## src/rtl/shift_add_mult_pkg.sv

```systemverilog
// Shared types and sizing helpers for the shift-and-add multiplier sequencer.
package shift_add_mult_pkg;

    typedef enum logic [1:0] {
        ST_IDLE = 2'd0,
        ST_RUN  = 2'd1,
        ST_DONE = 2'd2
    } state_e;

    localparam int DEF_WIDTH = 4;

    // Bits needed to count 0..w-1 RUN cycles; never narrower than one bit.
    function automatic int cnt_w(input int w);
        return (w < 2) ? 1 : $clog2(w);
    endfunction

    localparam int CNT_W = cnt_w(DEF_WIDTH);

endpackage

```

## src/rtl/shift_add_mult_if.sv

```systemverilog
// Request/response bundle for the sequential multiplier: start/a/b in, busy/done/product out.
interface shift_add_mult_if #(
    parameter int WIDTH = 4
);
    logic                   start;
    logic [WIDTH-1:0]       a;
    logic [WIDTH-1:0]       b;
    logic                   busy;
    logic                   done;
    logic [2*WIDTH-1:0]     product;

    modport master (output start, a, b, input busy, done, product);
    modport slave  (input start, a, b, output busy, done, product);
endinterface

```

## src/rtl/shift_add_mult_seq_times_two_unit.sv

```systemverilog
// Combinational doubler: out = in * 2 with the MSB dropped. Reusable by other sequencers.
module times_two_unit #(
    parameter int W = 8
) (
    input  logic [W-1:0] in,
    output logic [W-1:0] out
);
    assign out = {in[W-2:0], 1'b0};
endmodule

```

## src/rtl/shift_add_mult_seq.sv

```systemverilog
// Sequential shift-and-add multiplier, one multiplier bit per clock through a shared doubler.
// Define SHIFT_ADD_MULT_EARLY_TERM_EN to finish as soon as the remaining multiplier bits are zero.
module shift_add_mult_seq
    import shift_add_mult_pkg::*;
#(
    parameter int WIDTH = 4
) (
    input  logic           clk,
    input  logic           rst_n,
    shift_add_mult_if.slave bus
);
    localparam int PW = 2 * WIDTH;
    localparam int CW = cnt_w(WIDTH);
    localparam logic [CW-1:0] LAST = CW'(WIDTH - 1);

    state_e            state_q, state_d;
    logic [PW-1:0]     mcand_q, mcand_d;
    logic [PW-1:0]     acc_q, acc_d;
    logic [PW-1:0]     prod_q, prod_d;
    logic [WIDTH-1:0]  mplier_q, mplier_d;
    logic [CW-1:0]     cnt_q, cnt_d;
    logic              busy_q, busy_d;
    logic              done_q, done_d;
    logic [PW-1:0]     mcand_x2;
    logic              finish;

    times_two_unit #(.W(PW)) u_x2 (
        .in  (mcand_q),
        .out (mcand_x2)
    );

    always_comb begin
        state_d  = state_q;
        mcand_d  = mcand_q;
        acc_d    = acc_q;
        prod_d   = prod_q;
        mplier_d = mplier_q;
        cnt_d    = cnt_q;
        finish   = 1'b0;
        case (state_q)
            ST_IDLE: begin
                if (bus.start) begin
                    mcand_d  = PW'(bus.a);
                    mplier_d = bus.b;
                    acc_d    = '0;
                    cnt_d    = '0;
                    state_d  = ST_RUN;
                end
            end
            ST_RUN: begin
                if (mplier_q[0]) acc_d = acc_q + mcand_q;
                mcand_d  = mcand_x2;
                mplier_d = mplier_q >> 1;
                cnt_d    = cnt_q + 1'b1;
                finish   = (cnt_q == LAST);
`ifdef SHIFT_ADD_MULT_EARLY_TERM_EN
                finish   = finish || (mplier_d == '0);
`endif
                // Capture the post-add accumulator so product and done land together.
                if (finish) begin
                    state_d = ST_DONE;
                    prod_d  = acc_d;
                end
            end
            ST_DONE: state_d = ST_IDLE;
            default: state_d = ST_IDLE;
        endcase
        busy_d = (state_d != ST_IDLE);
        done_d = (state_d == ST_DONE);
    end

    always_ff @(posedge clk or negedge rst_n) begin
        if (!rst_n) begin
            state_q  <= ST_IDLE;
            mcand_q  <= '0;
            acc_q    <= '0;
            prod_q   <= '0;
            mplier_q <= '0;
            cnt_q    <= '0;
            busy_q   <= 1'b0;
            done_q   <= 1'b0;
        end else begin
            state_q  <= state_d;
            mcand_q  <= mcand_d;
            acc_q    <= acc_d;
            prod_q   <= prod_d;
            mplier_q <= mplier_d;
            cnt_q    <= cnt_d;
            busy_q   <= busy_d;
            done_q   <= done_d;
        end
    end

    assign bus.busy    = busy_q;
    assign bus.done    = done_q;
    assign bus.product = prod_q;

endmodule
```

## src/flat_wrapper.sv

```systemverilog
// flat-port wrapper written by rule: the top's interface ports become plain ports
module shift_add_mult_seq_flat import shift_add_mult_pkg::*;
#(
    parameter int WIDTH = 4
)
  (clk, rst_n, bus_start, bus_a, bus_b, bus_busy, bus_done, bus_product);
  shift_add_mult_if #(.WIDTH(WIDTH)) bus_i ();
  input  logic clk;
  input  logic rst_n;
  input wire logic [$bits(bus_i.start)-1:0] bus_start;
  input wire logic [$bits(bus_i.a)-1:0] bus_a;
  input wire logic [$bits(bus_i.b)-1:0] bus_b;
  output wire logic [$bits(bus_i.busy)-1:0] bus_busy;
  output wire logic [$bits(bus_i.done)-1:0] bus_done;
  output wire logic [$bits(bus_i.product)-1:0] bus_product;
  assign bus_i.start = bus_start;
  assign bus_i.a = bus_a;
  assign bus_i.b = bus_b;
  assign bus_busy = bus_i.busy;
  assign bus_done = bus_i.done;
  assign bus_product = bus_i.product;
  shift_add_mult_seq #(.WIDTH(WIDTH)) u_core (.clk(clk), .rst_n(rst_n), .bus(bus_i));
endmodule
```

## config.mk

```make
export PLATFORM = sky130hd
export DESIGN_NAME = shift_add_mult_seq_flat
export DESIGN_NICKNAME = d
export VERILOG_FILES = /design/src/rtl/shift_add_mult_pkg.sv /design/src/rtl/shift_add_mult_if.sv /design/src/rtl/shift_add_mult_seq_times_two_unit.sv /design/src/rtl/shift_add_mult_seq.sv /design/src/flat_wrapper.sv
export SDC_FILE = /design/constraint.sdc
export NUM_CORES = 1
export LEC_CHECK = 0
export BUFFER_PORTS_ARGS = -buffer_cell sky130_fd_sc_hd__buf_2
export CAP_MARGIN = 20
export CORE_MARGIN = 10
export CORE_UTILIZATION = 45
export CTS_BUF_LIST = sky130_fd_sc_hd__clkbuf_4
export DETAILED_ROUTE_END_ITERATION = 10
export PLACE_DENSITY = 0.71
export REMOVE_ABC_BUFFERS = 1
export SLEW_MARGIN = 20
export SYNTH_ARGS = -nofsm -noshare
export SYNTH_HDL_FRONTEND = slang
export SYNTH_SLANG_ARGS = --single-unit
```

## constraint.sdc

```tcl
create_clock -name clk -period 6.4 [get_ports clk]
set_clock_uncertainty 0.15 [all_clocks]
set_input_delay 0.64 -clock clk [delete_from_list [all_inputs] [get_ports clk]]
set_output_delay 0.64 -clock clk [all_outputs]
set_load 0.02 [all_outputs]
```

# Yosys cells after proc, flatten, opt, wreduce, memory -nomap -nowiden
# Index checks and enable logic that the tools add are counted.
# Widths: inputs -> output; s select.
# word_totals
reg_bits	34
latchBits	0
ram_bits	0
romBits	0
input_bits	11
out_inout_bits	10
word_cells	31
memories	0
# op_classes
addsub	2
multipliers	0
n_div	0
magnitude_cmp	0
eq_ne	4
shifts	0
n_mux	12
bitwise	0
reduce_logical	5
# ops
cell	n
$pmux 8 s2	2
$mux 8	3
$add 8x8->8	1
$pmux 2 s2	2
$pmux 4 s2	1
$mux 2	3
$eq 2x2->1 const B	2
$mux 4	1
$reduce_and 2->1	2
$reduce_bool 2->1	2
$add 2x1->2 const B	1
$eq 2x1->1 const B	1
$logic_not 2->1	1
$ne 2x2->1 const B	1

# Depth between registers and ports, before layout
# Gate-level depths: netlist (run 1).
# logic_depth
ltp_word	4
ltp_mapped	7
depth_no_buf	7

# Modules after synthesis
# From an unflattened synthesis (run 1), not the netlist that was laid out.
# hier_totals
hier_cells	173
hier_area_um2	1786.7
# by_module_without_submodules
mod	instances	cells_per_inst	area_per_inst_um2	seq_area_each_um2
shift_add_mult_seq	1	164	1722.9	850.8
times_two_unit	1	9	63.8	0.0

# Least setup slack after synthesis (run 1)
# Ideal clock, no wire load.
# synth_path
path_type	reg-to-reg
startpoint	reg u_core.acc_q[0]
endpoint	reg u_core.prod_q[6], in the netlist u_core.bus.product[6]
setup_time_ns	0.065
arrival_time_ns	1.882
t_required_ns	6.185
slack_ns	4.303
path_stages_with_launch	8
n_path_buf	0
period_less_slack_ns	2.097
cell_sequence	dfrtp_1 ha_1 fa_1 a211oi_1 o21bai_1 a21oi_2 mux2_2 nand2_1
# synth_via
elab_chain_cells	2
# synth_rtl
element	line	text
start, declared	shift_add_mult_seq.sv:18	logic [PW-1:0] acc_q, acc_d;
start signal, assigned	shift_add_mult_seq.sv:76	acc_q <= '0;
start signal, assigned	shift_add_mult_seq.sv:85	acc_q <= acc_d;
$add 8x8->8	shift_add_mult_seq.sv:51	if (mplier_q[0]) acc_d = acc_q + mcand_q;
$mux 8	shift_add_mult_seq.sv:51	
end signal, assigned	shift_add_mult_seq.sv:86	prod_q <= prod_d;
end, declared	shift_add_mult_seq.sv:19	logic [PW-1:0] prod_q, prod_d;
# No other way between the ends.
# A chain may end at the register's enable or synchronous reset.

# Worst setup path after layout (run 1)
# layout_path
startpoint	reg u_core.mcand_q[0]
endpoint	reg u_core.prod_q[6], in the netlist u_core.bus.product[6]
# layout_via
elab_chain_cells	2
# layout_rtl
element	line	text
start, declared	shift_add_mult_seq.sv:17	logic [PW-1:0] mcand_q, mcand_d;
start signal, assigned	shift_add_mult_seq.sv:84	mcand_q <= mcand_d;
$add 8x8->8	shift_add_mult_seq.sv:51	
$mux 8	shift_add_mult_seq.sv:51	
# No other way between the ends.

==> metrics.yaml, run 1 <==
reg2reg_depth: 7
start_util_pct: 45.9
grt_max_degree: 35
wirelength_mm: 3.52
setup_ws_ps: 4150
r2r_slack_ps: 4150
yosysUniqueCellTypes: 41
leakagePower_nw: 0.928
drv_slew: 0
first_pass_iters: 4
cts_resized: 0
grt_pass1_vias: 1411
critPathCapture: "u_core.bus.product[6]"
synthCells: 179
clk_latency_ps: 330
synth_ff_type: "dfrtp_1"
drt-initial-drc-count: 65
p_per_area_nw_per_um2: 473
register_area_um2: 851
rr_endpoint: "u_core.bus.product[6]"
ys_seq_area_share_pct: 46.7
cts_hold_buf: 0
slew_headroom_pct: 46.5
syn_avg_cell_area_um2: 10.2
multi_input_area_um2: 911
layout_common_cells: "34 x dfrtp_1, 23 x nand2_1, 20 x buf_2"
hold_viol_final: 0
ys_ff_latch: 34
worstPathMaxFanout: 4
hpwl_mm: 2.56
fin_crit_sh_pct: 35.1
rsz0062_at_grt: "false"
ant_nets: 0
wire_per_inst_um: 14.4
hold_path_class: "primary input to asynchronous set/reset pin"
tns_ps: 0
crit_path_start: "u_core.mcand_q[0]"
post-place-cells: 239
clkTransAtPathRegs_ps: 100
cts_buffer_depth: 2
synth_edf_count: 0
cts_sinks: 34
status: "completed"
die_y_um: 83.6
cts_buffers: 5
end_kind: "register"
gp_congestion: 0.835
setup_viol: 0
area_growth_pct: 8.72
track_usage_pct: 10.7
grt_pass1_wl_mm: 6.43
post-place-ws_ps: 4180
path_class: "register to register"
max_freq_ghz: 0.445
die_w_um: 83.6
final_cells: 245
arrival_ps: 2370
tightest_slew_ps: 799
synth_area_um2: 1820
overflow: 0
final_layout_size_suffix_gt1_share_pct: 17.4
rows: 23
drc_errors: 0
die_area_um2: 6990
final_common_cell: "dfrtp_1"
fin_crit_ps: 2250
antenna_found_initial: 0
ir_drop_mv: 0.186
cts_setup_buffers: 0
synth_warnings: 0
cts_tree: "built"
cap_viol_max_count: 0
synthArstFlopShare_pct: 100
cts_root_buf: "clkbuf_4"
viasPerCell: 5.50
boundaryPins: 21
htree_num_levels: 2
coreArea_um2: 3970
fin_nets: 216
fill_cells: 403
required_ps: 6520
p_total_uw: 938
worstSetupStartpointType: "register"
n_antenna_cell: 0
rr_startpoint: "u_core.mcand_q[0]"
port_buffers: 20
post-route-util_pct: 49.9
num_vias: 1348
-- report_power, final --
part           internal (mW)  leakage [nW]  switching, mW
clock                 0.0375        0.0246         0.0668
sequential             0.300         0.438         0.0866
combinational          0.188         0.465          0.258
-- registers in the layout, summed over array words and instances, names as in the netlist --
name,flops
u_core.bus.busy,1
u_core.bus.done,1
u_core.mplier_q,4
u_core.bus.product,8
u_core.mcand_q,8
u_core.state_q,2
u_core.acc_q,8
u_core.cnt_q,2
-- worst min path at each step --
stage,startpoint,to,slack [ps],cells past startpoint
2_1_floorplan,rst_n,u_core.acc_q[0],190,0
3_3_place_gp,u_core.bus.product[4],u_core.bus.product[4],310,2
3_5_place_dp,u_core.bus.product[0],u_core.bus.product[0],320,2
4_1_cts,rst_n,u_core.bus.product[2],240,1
5_1_grt,rst_n,u_core.bus.product[7],260,1
6_report,rst_n,u_core.bus.product[0],230,1
-- cells in the mapped netlist (2+ instances only) --
master | number | area share (%)
o21ai_1 | 4 | 1.1
inv_1 | 4 | 0.82
nor2b_1 | 5 | 1.7
mux2i_1 | 9 | 4.9
nand2b_1 | 4 | 1.4
nand2_1 | 23 | 4.7
nor4_1 | 2 | 0.69
xnor2_1 | 4 | 1.9
a211oi_1 | 2 | 0.82
o21ai_0 | 16 | 4.4
buf_1 | 3 | 0.62
nand3b_1 | 2 | 0.82
nand3_1 | 4 | 1.1
buf_2 | 6 | 1.6
nor3b_1 | 3 | 1.2
dfrtp_1 | 34 | 47
nor3_1 | 2 | 0.55
a211o_1 | 2 | 0.96
a22o_1 | 11 | 5.3
a21oi_1 | 9 | 2.5
a21oi_2 | 2 | 0.96
or3_1 | 2 | 0.69
ha_1 | 8 | 5.5
-- per-stage QoR --
| stage | cell area (um^2) | hold WS, ps |
|---|---|---|
| after floorplan | 1780 | 194 |
| after global placement | 1940 | 307 |
| after detailed placement | 1940 | 316 |
| after CTS | 1980 | 239 |
| after global routing | 1980 | 262 |
| final | 1980 | 227 |
-- layer usage --
layer  global-route usage [%]  part of all wire (%)  vias up
li1                         -                     -      681
met1                     13.1                    50      632
met2                     17.0                    43       28
met3                     3.81                   5.4        7
met4                     3.65                   1.2        0
met5                        0                     0        -
-- worst max-delay path: stages (launching register included) --
cell	delay (ps)
dfrtp_1	430
ha_1	230
fa_1	420
a211oi_1	230
o21bai_1	130
a21oi_2	190
mux2_2	350
nand2_1	50
-- final cells by class --
type / count / share of cell area [%]
clock inverter: 1 / 0.190
clock buffer: 5 / 1.90
multi-input combinational: 131 / 46.0
sequential: 34 / 43.0
tap: 50 / 3.16
timing repair buffer: 20 / 5.05
inverter: 4 / 0.758
-- kinds of logic (layout without fill, tap and decap cells) --
logic type	count (synthesis)	after routing	share of synthesized area (%)
buffers and inverters	14	30	3.30
adders and majority gates	9	9	6.59
xor gates and xnor gates	5	5	2.40
muxes	10	10	5.56
AOI/OAI and AO/OA	55	55	20.7
DFF	34	34	46.7
and+or+nand+nor	52	52	14.8
Note: power is estimated with default switching activity, not from simulation.
==> run 2, diff against run 1 <==
--- a/config.mk
+++ b/config.mk
@@ -11,7 +11,7 @@
 export CORE_UTILIZATION = 45
 export CTS_BUF_LIST = sky130_fd_sc_hd__clkbuf_4
 export DETAILED_ROUTE_END_ITERATION = 10
-export PLACE_DENSITY = 0.71
+export PLACE_DENSITY = 0.74
 export REMOVE_ABC_BUFFERS = 1
 export SLEW_MARGIN = 20
 export SYNTH_ARGS = -nofsm -noshare
==> constraint.sdc (replaced) <==
create_clock -name clk -period 1.9 [get_ports clk]
set_clock_uncertainty 0.15 [all_clocks]
set_input_delay 0.19 -clock clk [delete_from_list [all_inputs] [get_ports clk]]
set_output_delay 0.19 -clock clk [all_outputs]
set_load 0.02 [all_outputs]
==> run 2 against run 1 <==
Against the previous run: the run now ends with setup timing left; flip-flop and latch count stayed put; global-route usage is 1.8 points higher; non-clock buffer count increased by 36; combinational power rose to 5.1 times the previous value; total power rose to 4.5 times the previous value; routed wire length up 22%; die area stayed put; sequential share of layout area decreased by 8.8 points; critical endpoint unchanged.
==> metrics.yaml, run 2 (synthesis results as in run 1) <==
setup_ws_ps: -179  # -4330 ps
worstSetupStartpointType: "register"
drc_errors: 0  # unchanged
final_layout_size_suffix_gt1_share_pct: 36.5  # +19 points
cp_slowest_cell: "dfrtp_1"
cts_buffers: 5  # unchanged
slew_headroom_pct: 49.2  # +2.6 points
end_kind: "register"
violations: "setup timing"
fin_crit_sh_pct: 109  # +74 points
grt_pass1_wl_mm: 7.40  # +15%
antenna_found_initial: 0  # unchanged
hpwl_mm: 2.92  # +14%
post-place-cells: 265  # +11%
cts_root_buf: "clkbuf_4"
critPathBufInv: 0  # unchanged
fin_nets: 252  # +17%
ir_drop_mv: 0.886  # +380%
drv_slew: 0  # unchanged
die_area_um2: 6990  # unchanged
ant_nets: 0  # unchanged
cts_buffer_depth: 2  # unchanged
post-place-ws_ps: -296  # -4470 ps
wl_met3_um: 204  # +6.8%
viasPerCell: 5.43  # -1.3%
area_growth_pct: 36.7
fill_cells: 327  # -19%
leakagePower_nw: 1.16  # +25%
tightest_slew_ps: 762  # -37.2 ps
critPathTopFamily: "adder cells"
wirelength_mm: 4.31  # +22%
grt_pass1_vias: 1584  # +12%
port_buffers: 20  # unchanged
rows: 23  # unchanged
num_vias: 1537  # +14%
die_w_um: 83.6  # unchanged
overflow: 0  # unchanged
drt-initial-drc-count: 85  # +31%
cts_sinks: 34  # unchanged
boundaryPins: 21  # unchanged
wl_met1_mm: 2.00  # +13%
gp_congestion: 0.779  # -6.7%
post-route-util_pct: 62.7  # +13 points
layout_common_cells: "34 x dfrtp_1, 28 x buf_4, 22 x nand2_1"
die_y_um: 83.6  # unchanged
cap_viol_max_count: 0  # unchanged
htree_num_levels: 2  # unchanged
fin_crit_ps: 2080  # -167 ps
tns_ps: -457  # -457 ps
n_antenna_cell: 0  # unchanged
wire_per_inst_um: 15.2  # +5.9%
path_class: "register to register"
cts_tree: "built"
required_ps: 2050  # -4470 ps
met2_wirelength_mm: 2.03  # +33%
setup_viol: 5  # +5
arrival_ps: 2220  # -150 ps
p_per_area_nw_per_um2: 1690  # +260%
final_common_cell: "dfrtp_1"
clkTransAtPathRegs_ps: 110  # about the same
max_freq_ghz: 0.481  # +8.1%
routed.top_layer: "met4"
track_usage_pct: 12.6  # +1.8 points
worstPathCellList: "ha_2 > fa_2 > a211oi_2 > o21bai_1 > a21oi_2 > mux2_4 > nand2_1"
hold_viol_final: 0  # unchanged
coreArea_um2: 3970  # unchanged
hold_path_class: "primary input to register"
start_util_pct: 45.9  # unchanged
grt_max_degree: 35  # unchanged
clk_latency_ps: 350  # +20 ps
max_stage_delay_ps: 400  # -30 ps
status: "complete, but fails checks"
final_cells: 283  # +16%
first_pass_iters: 4  # unchanged
rsz0062_at_grt: "true"
worstPathMaxFanout: 3  # -1
worst_hold_slack_ps: 18.0  # -209 ps
## run 2: routing by layer
layer	track usage (%)	up-vias
met5	0	-
met4	5.63	0
met3	3.52	9
met2	20.1	34
met1	15.3	742
li1	-	752
## run 2: layout make-up
type                    count  area [um^2]  area share (%)
inverters                   4         15.0           0.603
well taps                  50         62.6            2.51
clock buffers               5         37.5            1.51
repair buffers             56          393            15.8
multi-input cells         131         1060            42.7
clock inverters             3         68.8            2.76
flip-flops and latches     34          851            34.2
## run 2: timing repair
action	4_1_cts	5_1_grt
gates cloned	0	0
hold endpoints to repair	39	0
hold buffers	6	0
pin swaps	10	14
buffers inserted	2	2
setup endpoints to repair	8	12
gates resized for setup	9	20
## run 2: worst register-to-register path, stage by stage (launching register included)
cell      delay [ps]
dfrtp_1          400
ha_2             190
fa_2             380
a211oi_2         190
o21bai_1         120
a21oi_2          220
mux2_4           320
nand2_1           50
## run 2: power breakdown
part	switching [mW]	leakage, nW	internal (mW)
Clock	0.269	0.0554	0.412
Sequential	0.248	0.438	1.01
Combinational	1.18	0.669	1.08
Total	1.70	1.16	2.50
## run 2: worst paths after layout
| path | from | end | slack [ps] | depth (start not counted) |
|---|---|---|---|---|
| worst min register to register | u_core.bus.product[0] | u_core.bus.product[0] | 330 | 2 |
| max in group asynchronous | rst_n | u_core.mplier_q[3] | 830 | 2 |
| min in group asynchronous | rst_n | u_core.bus.done | 290 | 2 |
| worst min-delay path | bus_b[3] | u_core.mplier_q[3] | 20 | 3 |
| worst max register to register | u_core.acc_q[0] | u_core.bus.product[6] | -180 | 7 |
| worst max-delay path | u_core.acc_q[0] | u_core.bus.product[6] | -180 | 7 |
## run 2: stage by stage
stage	power [mW]	instance area [um^2]
floorplan	2.42	1780
global placement	3.12	2130
detailed placement	3.19	2130
CTS	3.95	2350
global route	4.53	2490
finish	4.21	2490
